==> src/rtl/reg_file_sb_pkg.sv <==
// Shared types and sizing for the register file / scoreboard slice.
package reg_file_sb_pkg;

    localparam int XLEN  = 32;
    localparam int NREGS = 32;
    localparam int RW    = $clog2(NREGS);
    localparam int CNT_W = 2;

    typedef logic [CNT_W-1:0] SbCnt;

    localparam SbCnt CNT_MAX = '1;

    // Writeback bundle as produced by the writeback stage.
    typedef struct packed {
        logic            wback;
        logic [RW-1:0]   wreg;
        logic [XLEN-1:0] wdata;
        logic            pcsel;
    } Signals;

endpackage

==> src/rtl/reg_file_sb_sb_counter.sv <==
// One per-register pending-write counter: saturating up/down with a clear.
module sb_counter
    import reg_file_sb_pkg::*;
(
    input  logic             clk,
    input  logic             rst,
    input  logic             clr_i,
    input  logic             inc_i,
    input  logic             dec_i,
    output logic [CNT_W-1:0] cnt_o
);

    SbCnt cnt_q, cnt_d;
    logic dec_eff;

    // A retire against an empty counter is an underflow; it never decrements.
    assign dec_eff = dec_i && (cnt_q != '0);

    always_comb begin
        cnt_d = cnt_q;
        if (clr_i)
            cnt_d = '0;
        else if (inc_i && !dec_eff && cnt_q != CNT_MAX)
            cnt_d = cnt_q + SbCnt'(1);
        else if (dec_eff && !inc_i)
            cnt_d = cnt_q - SbCnt'(1);
    end

    always_ff @(posedge clk) begin
        if (rst)
            cnt_q <= '0;
        else
            cnt_q <= cnt_d;
    end

    assign cnt_o = cnt_q;

endmodule

==> src/rtl/reg_file_sb.sv <==
// Architectural register file with same-cycle write bypass and a
// per-register pending-write scoreboard that produces the issue stall.
module reg_file_sb
    import reg_file_sb_pkg::*;
(
    input  logic            clk,
    input  logic            rst,
    input  Signals          i_signals,
    input  logic            issue_valid,
    input  logic [RW-1:0]   rs1,
    input  logic [RW-1:0]   rs2,
    input  logic            use_rs1,
    input  logic            use_rs2,
    input  logic [RW-1:0]   rd,
    input  logic            rd_en,
    output logic [XLEN-1:0] rdata1,
    output logic [XLEN-1:0] rdata2,
    output logic            stall,
    output logic            sb_err
);

    logic [XLEN-1:0]             regs_q [NREGS];
    logic [NREGS-1:0][CNT_W-1:0] cnt;
    logic                        sb_err_q, sb_err_d;
    logic                        wr_en;
    logic                        busy1, busy2, waw_full, accept;

    assign wr_en = i_signals.wback && (i_signals.wreg != '0);

    always_ff @(posedge clk) begin
        if (rst) begin
            for (int i = 0; i < NREGS; i++)
                regs_q[i] <= '0;
        end else if (wr_en) begin
            regs_q[i_signals.wreg] <= i_signals.wdata;
        end
    end

    always_comb begin
        rdata1 = regs_q[rs1];
        if (rs1 == '0)
            rdata1 = '0;
        else if (i_signals.wback && i_signals.wreg == rs1)
            rdata1 = i_signals.wdata;
    end

    always_comb begin
        rdata2 = regs_q[rs2];
        if (rs2 == '0)
            rdata2 = '0;
        else if (i_signals.wback && i_signals.wreg == rs2)
            rdata2 = i_signals.wdata;
    end

    // The last pending write retiring this cycle is bypassed, so it is not busy.
    always_comb begin
        busy1 = (cnt[rs1] != '0) &&
                !(i_signals.wback && i_signals.wreg == rs1 && cnt[rs1] == SbCnt'(1));
        busy2 = (cnt[rs2] != '0) &&
                !(i_signals.wback && i_signals.wreg == rs2 && cnt[rs2] == SbCnt'(1));
        waw_full = rd_en && (rd != '0) && (cnt[rd] == CNT_MAX) &&
                   !(i_signals.wback && i_signals.wreg == rd);
    end

    assign stall  = issue_valid && ((use_rs1 && busy1) || (use_rs2 && busy2) || waw_full);
    assign accept = issue_valid && !stall && !i_signals.pcsel;

    assign cnt[0] = '0;

    for (genvar r = 1; r < NREGS; r++) begin : g_cnt
        sb_counter u_cnt (
            .clk   (clk),
            .rst   (rst),
            .clr_i (i_signals.pcsel),
            .inc_i (accept && rd_en && rd == RW'(r)),
            .dec_i (i_signals.wback && i_signals.wreg == RW'(r)),
            .cnt_o (cnt[r])
        );
    end

    always_comb begin
        sb_err_d = sb_err_q;
        if (wr_en && cnt[i_signals.wreg] == '0)
            sb_err_d = 1'b1;
    end

    always_ff @(posedge clk) begin
        if (rst)
            sb_err_q <= 1'b0;
        else
            sb_err_q <= sb_err_d;
    end

    assign sb_err = sb_err_q;

endmodule

==> config.mk <==
export PLATFORM = sky130hd
export DESIGN_NAME = reg_file_sb
export DESIGN_NICKNAME = d
export VERILOG_FILES = /design/src/rtl/reg_file_sb_pkg.sv /design/src/rtl/reg_file_sb_sb_counter.sv /design/src/rtl/reg_file_sb.sv
export SDC_FILE = /design/constraint.sdc
export NUM_CORES = 2
export LEC_CHECK = 0
export BUFFER_PORTS_ARGS = -buffer_cell sky130_fd_sc_hd__buf_4
export CORE_UTILIZATION = 60
export CTS_CLUSTER_SIZE = 12
export DETAILED_ROUTE_END_ITERATION = 7
export PLACE_DENSITY = 0.78
export SLEW_MARGIN = 30
export SYNTH_ARGS = -nofsm -noshare
export SYNTH_HDL_FRONTEND = slang
export SYNTH_HIERARCHICAL = 1
export SYNTH_SLANG_ARGS = --single-unit
export TNS_END_PERCENT = 50
==> constraint.sdc <==
create_clock -name clk -period 7.2 [get_ports clk]
set_input_delay 2.16 -clock clk [delete_from_list [all_inputs] [get_ports clk]]
set_output_delay 2.16 -clock clk [all_outputs]
set_load 0.1 [all_outputs]
# Word-level counts from Yosys, hierarchy flattened
# Memory sizes are Yosys's and may differ from the RTL's.
# Index checks and enable logic that the tools add are counted.
[totals]
ff_bits = 63
ram_bits = 1024
in_bits = 60
out_inout_bits = 66
elab_cells = 624
memories = 1
[op_classes]
add_sub_neg = 62
magnitude_cmp = 4
eq_ne = 99
n_mux = 82
reduce_logical = 344
[mem_list]
columns = ["memory", "words", "width", "read_ports", "rd_ports_with_merged_regs", "wr", "line_no", "rtl"]
rows = [
  ["regs_q", 32, 32, 2, 0, 32, "reg_file_sb.sv:22", "logic [XLEN-1:0] regs_q [NREGS];"],
]
[ops]
columns = ["operator", "count"]
rows = [
  ["$logic_and A1 B1 Y1", 204],
  ["$eq A5 B5 Y1 const B", 32],
  ["$mux W32", 5],
  ["$mux W2", 66],
  ["$reduce_bool A2 Y1", 64],
  ["$eq A5 B4 Y1 const B", 16],
  ["$logic_not A1 Y1", 67],
  ["$add A2 B1 Y2 const B", 31],
  ["$ne A2 B2 Y1 const B", 31],
  ["$sub A2 B1 Y2 const B", 31],
  ["$bmux W2 S5", 4],
  ["$eq A5 B3 Y1 const B", 8],
  ["$reduce_or A32 Y1", 1],
  ["$lt A5 B6 Y1 const B", 4],
  ["$eq A5 B2 Y1 const B", 4],
  ["$eq A5 B5 Y1", 3],
  ["$eq A5 B1 Y1 const B", 2],
  ["$logic_not A5 Y1", 2],
  ["$reduce_bool A5 Y1", 2],
  ["$mux W1", 6],
  ["$mux W5", 1],
  ["$eq A2 B1 Y1 const B", 2],
  ["$eq A2 B2 Y1 const B", 1],
  ["$logic_not A2 Y1", 1],
  ["other kinds (2)", 3],
]

# Logic depth before layout (Yosys ltp)
[depth]
ltp_word = 19
mapped_depth = 13
depth_no_buf = 9

# Hierarchy
# Netlist, hierarchy kept.
[by_module_without_submodules]
columns = ["mod", "instances", "cells_per_inst", "area_per_inst_um2", "seq_area_each_um2"]
rows = [
  ["reg_file_sb", 1, 3695, 57744.1, 30769.5],
  ["sb_counter", 31, 15, 121.4, 40.0],
]

# Least setup slack after synthesis
# Ideal clock, no wire load.
[synth_timing]
path_kind = "input to output"
startpoint = "in rs2[1]"
endpoint = "out rdata2[4]"
t_arrival_ns = 5.949
t_required_ns = 5.040
setup_slack_ns = -0.909
path_stages = 8
path_buffers = 4
path_cell_list = "buf_2 > buf_4 > clkbuf_1 > buf_1 > mux4_2 > mux4_2 > mux2i_1 > a211oi_1"
[synth_between]
elab_chain_len = 4
word_cells_on_any_way = 6
classes_between = "eq/ne: 1; mux: 2; reduce/logical: 2; memory: 1"
[synth_rtl]
columns = ["element", "line_no", "rtl"]
rows = [
  ["from (decl)", "reg_file_sb.sv:11", "input logic [RW-1:0] rs2,"],
  ["branches (longest 3 deep; another with $mem_v2 Z32 W32)", "n/a", ""],
  ["$mux W32 *", "reg_file_sb.sv:49", "if (rs2 == '0)"],
  ["to (decl)", "reg_file_sb.sv:17", "output logic [XLEN-1:0] rdata2,"],
]
# Every way passes the cells marked *.

# Worst setup path in the final report
[layout_timing]
startpoint = "in rs1[0]"
endpoint = "out rdata1[16]"
[layout_between]
elab_chain_len = 4
word_cells_on_any_way = 6
classes_between = "eq/ne: 1; mux: 2; reduce/logical: 2; memory: 1"
[layout_rtl]
columns = ["element", "line_no", "rtl"]
rows = [
  ["from (decl)", "reg_file_sb.sv:10", "input logic [RW-1:0] rs1,"],
  ["branches (longest 3 deep; another with $mem_v2 Z32 W32)", "n/a", ""],
  ["$mux W32 *", "reg_file_sb.sv:41", "if (rs1 == '0)"],
  ["to (decl)", "reg_file_sb.sv:16", "output logic [XLEN-1:0] rdata1,"],
]
# Marked as above.

==> flow_metrics.tcl <==
set metrics [dict create \
    cts_root_buffer "clkbuf_16" \
    grt_max_degree 72 \
    power_density_nw_per_um2 229 \
    track_usage_pct 39.3 \
    status "finished clean" \
    peakVddDrop_uv 226 \
    area_growth_pct 10.8 \
    crit_path_max_fanout 27 \
    clk_pin_slew_ps 60 \
    drt_first_pass_iters 6 \
    drc 0 \
    syn-instance-count 4160 \
    path_cells "buf_8, buf_12, buf_12, mux4_2, mux4_2, mux2i_1, a211oi_1, buf_4" \
    htree_levels 3 \
    cp-end-kind "output pin" \
    synthesis.area_um2 61500 \
    synth_seq_cells 1087 \
    yosys-top-cells-count "edfxtp_1, and2_1, mux4_2" \
    overflow 0 \
    detail_route.iter0.violations 7044 \
    relSlewSlack_pct 27.3 \
    vias_per_cell 7.37 \
    drive_above_1_share_pct 30.0 \
    clock-sinks 1087 \
    core_area_um2 102000 \
    port_buffers 125 \
    period_share_pct 97.0 \
    critPathTopFamily "multiplexers" \
    yosysMostFrequentCell "edfxtp_1" \
    io_pins 126 \
    startpoint_type "primary input" \
    maxSlewViolCount 0 \
    crit_slowest_cell "mux4_2" \
    hold_viol_final 0 \
    layout.nets 4239 \
    crit_buf_inv 4 \
    grt_pass1_wl_mm 286 \
    vias 41500 \
    route.final.wire_length_mm 201 \
    grt_pass1_vias 40500 \
    required_ps 5040 \
    worstSetupPathType "primary input to output pin" \
    die_height_um 322 \
    hold_buffers 0 \
    synth_top_cell_by_area "edfxtp_1" \
    clock_path_buffers 3 \
    dieArea_um2 104000 \
    seq_area_frac_synth_pct 52.0 \
    fill_cells 6831 \
    routedWlPerCell_um 35.6 \
    yosysWarnings 6 \
    cp.arrival_ps 4830 \
    regArea_um2 32000 \
    dp_hpwl_mm 114 \
    whs_ps 549 \
    clock.fmax_mhz 143 \
    finClkSkew_ps 28.8 \
    antenna_found_initial 12 \
    detail-route-antenna-nets 0 \
    post_cts_buffers 0 \
    cts_tree "yes" \
    synthTopCellsByArea "edfxtp_1, mux4_2, and2_1, dfxtp_1, clkbuf_1" \
    synth_top_area_share_pct 50.0 \
    final_util_pct 67.0 \
    leakagePower_nw 22.9 \
    worstMarginPinSlew_ps 1090 \
    drv_cap 0 \
    fin_crit_ps 6990 \
    synthFlopType "edfxtp_1" \
    rsz0062_at_grt "false" \
    numCtsBuffers 112 \
    cts-resized-gates 0 \
    rows 117 \
    die_x_um 322 \
    start_util_pct 60.5 \
    postSynthAreaPerCell_um2 14.8 \
    slowest_delay_ps 540 \
    multi_input_area_um2 28100 \
    synth.distinct_cells 47 \
    clk_latency_ps 740 \
    finalSetupViolCount 0 \
    synth_edf_count 1024 \
    place.gp.congestion 0.924 \
    worstHoldPathType "flip-flop to flip-flop" \
    synthArstFlopShare_pct 0 \
]
==> logic make-up (layout without fill, tap and decap cells) <==
family                 after synthesis  count (layout)  synth area share (%)
multiplexers                       772             772                  26.4
AO/OA/AOI/OAI                      301             301                  3.09
other                                1              41               0.00610
flip-flops                        1087            1087                  52.0
buffers and inverters              484             551                  3.20
XOR/XNOR                            15              15                 0.214
AND/OR/NAND/NOR                   1500            1500                  15.0
==> flip-flops by register name (all words and copies together), names as in the netlist <==
signal             count
g_cnt.u_cnt/cnt_o     62
regs_q              1024
sb_err                 1
==> power by group <==
part / switching (mW) / internal, mW / total [mW]
logic: 1.60 / 0.961 / 2.56
registers: 0.175 / 7.24 / 7.42
clock network: 2.48 / 3.13 / 5.61
total: 4.25 / 11.3 / 15.6
==> cells in the final DEF (no fill, tap or decap), types with 7 or more instances in the layout <==
master and count:
a211oi_1 67, and2b_2 31, o211ai_1 33, buf_12 34, or4_1 31, clkinv_1 27
nor2_1 122, nor3_1 54, and2_1 994, edfxtp_1 1024, nor2b_1 12, buf_4 250
xnor2_1 7, mux2_2 8, diode_2 9, nand2b_1 11, or2_4 8, inv_1 66
nor4_2 31, clkbuf_16 114, and4bb_1 31, xor2_1 8, or2_2 25, mux4_2 681
mux2i_1 83, a211oi_2 32, a21oi_1 50, bufinv_16 7, clkbuf_1 32, nor2_4 30
conb_1 32, nand3_1 39, dfxtp_1 63, o21ai_0 98, clkinv_2 8, nand2_1 62
==> worst paths after layout <==
kind | start | endpoint | slack, ps | cells after the start
hold / removal | sb_err | sb_err | 550 | 2
setup reg to reg | g_cnt[18].u_cnt/cnt_o[1] | g_cnt[31].u_cnt/cnt_o[0] | 3590 | 9
hold reg to reg | sb_err | sb_err | 550 | 2
setup / recovery | rs1[0] | rdata1[16] | 210 | 8
==> metal layers <==
metal	global-route usage, %	part of all wire [%]	vias to the layer above
li1	-	-	16200
met1	51.9	33	20800
met2	59.6	46	3794
met3	10.5	15	772
met4	22.5	6.4	4
met5	0	0.0095	-
==> worst min-delay path: stages, from the launching register on <==
cell and delay [ps]:
dfxtp_1 350, inv_1 70, o22ai_1 70
==> metrics by stage <==
stage	setup WS [ps]	std cells	total power [mW]	TNS [ps]	instance area, um2
floorplan	-828	4191	9.24	-26240	61800
global placement	297	5433	9.99	0	64700
detailed placement	302	5433	10.0	0	64700
CTS	238	5626	15.5	0	68100
global route	177	5630	15.9	0	68200
finish	215	5635	15.6	0	68200
==> final cells by class <==
cell class	instances	area share, %
antenna	9	0.0330
clock buffer	146	4.36
clock inverter	47	0.624
inverter	68	0.374
multi-input combinational	2620	41.3
sequential	1087	47.0
tap	1368	2.51
timing repair buffer	290	3.87
(Power assumes the default switching activity.)
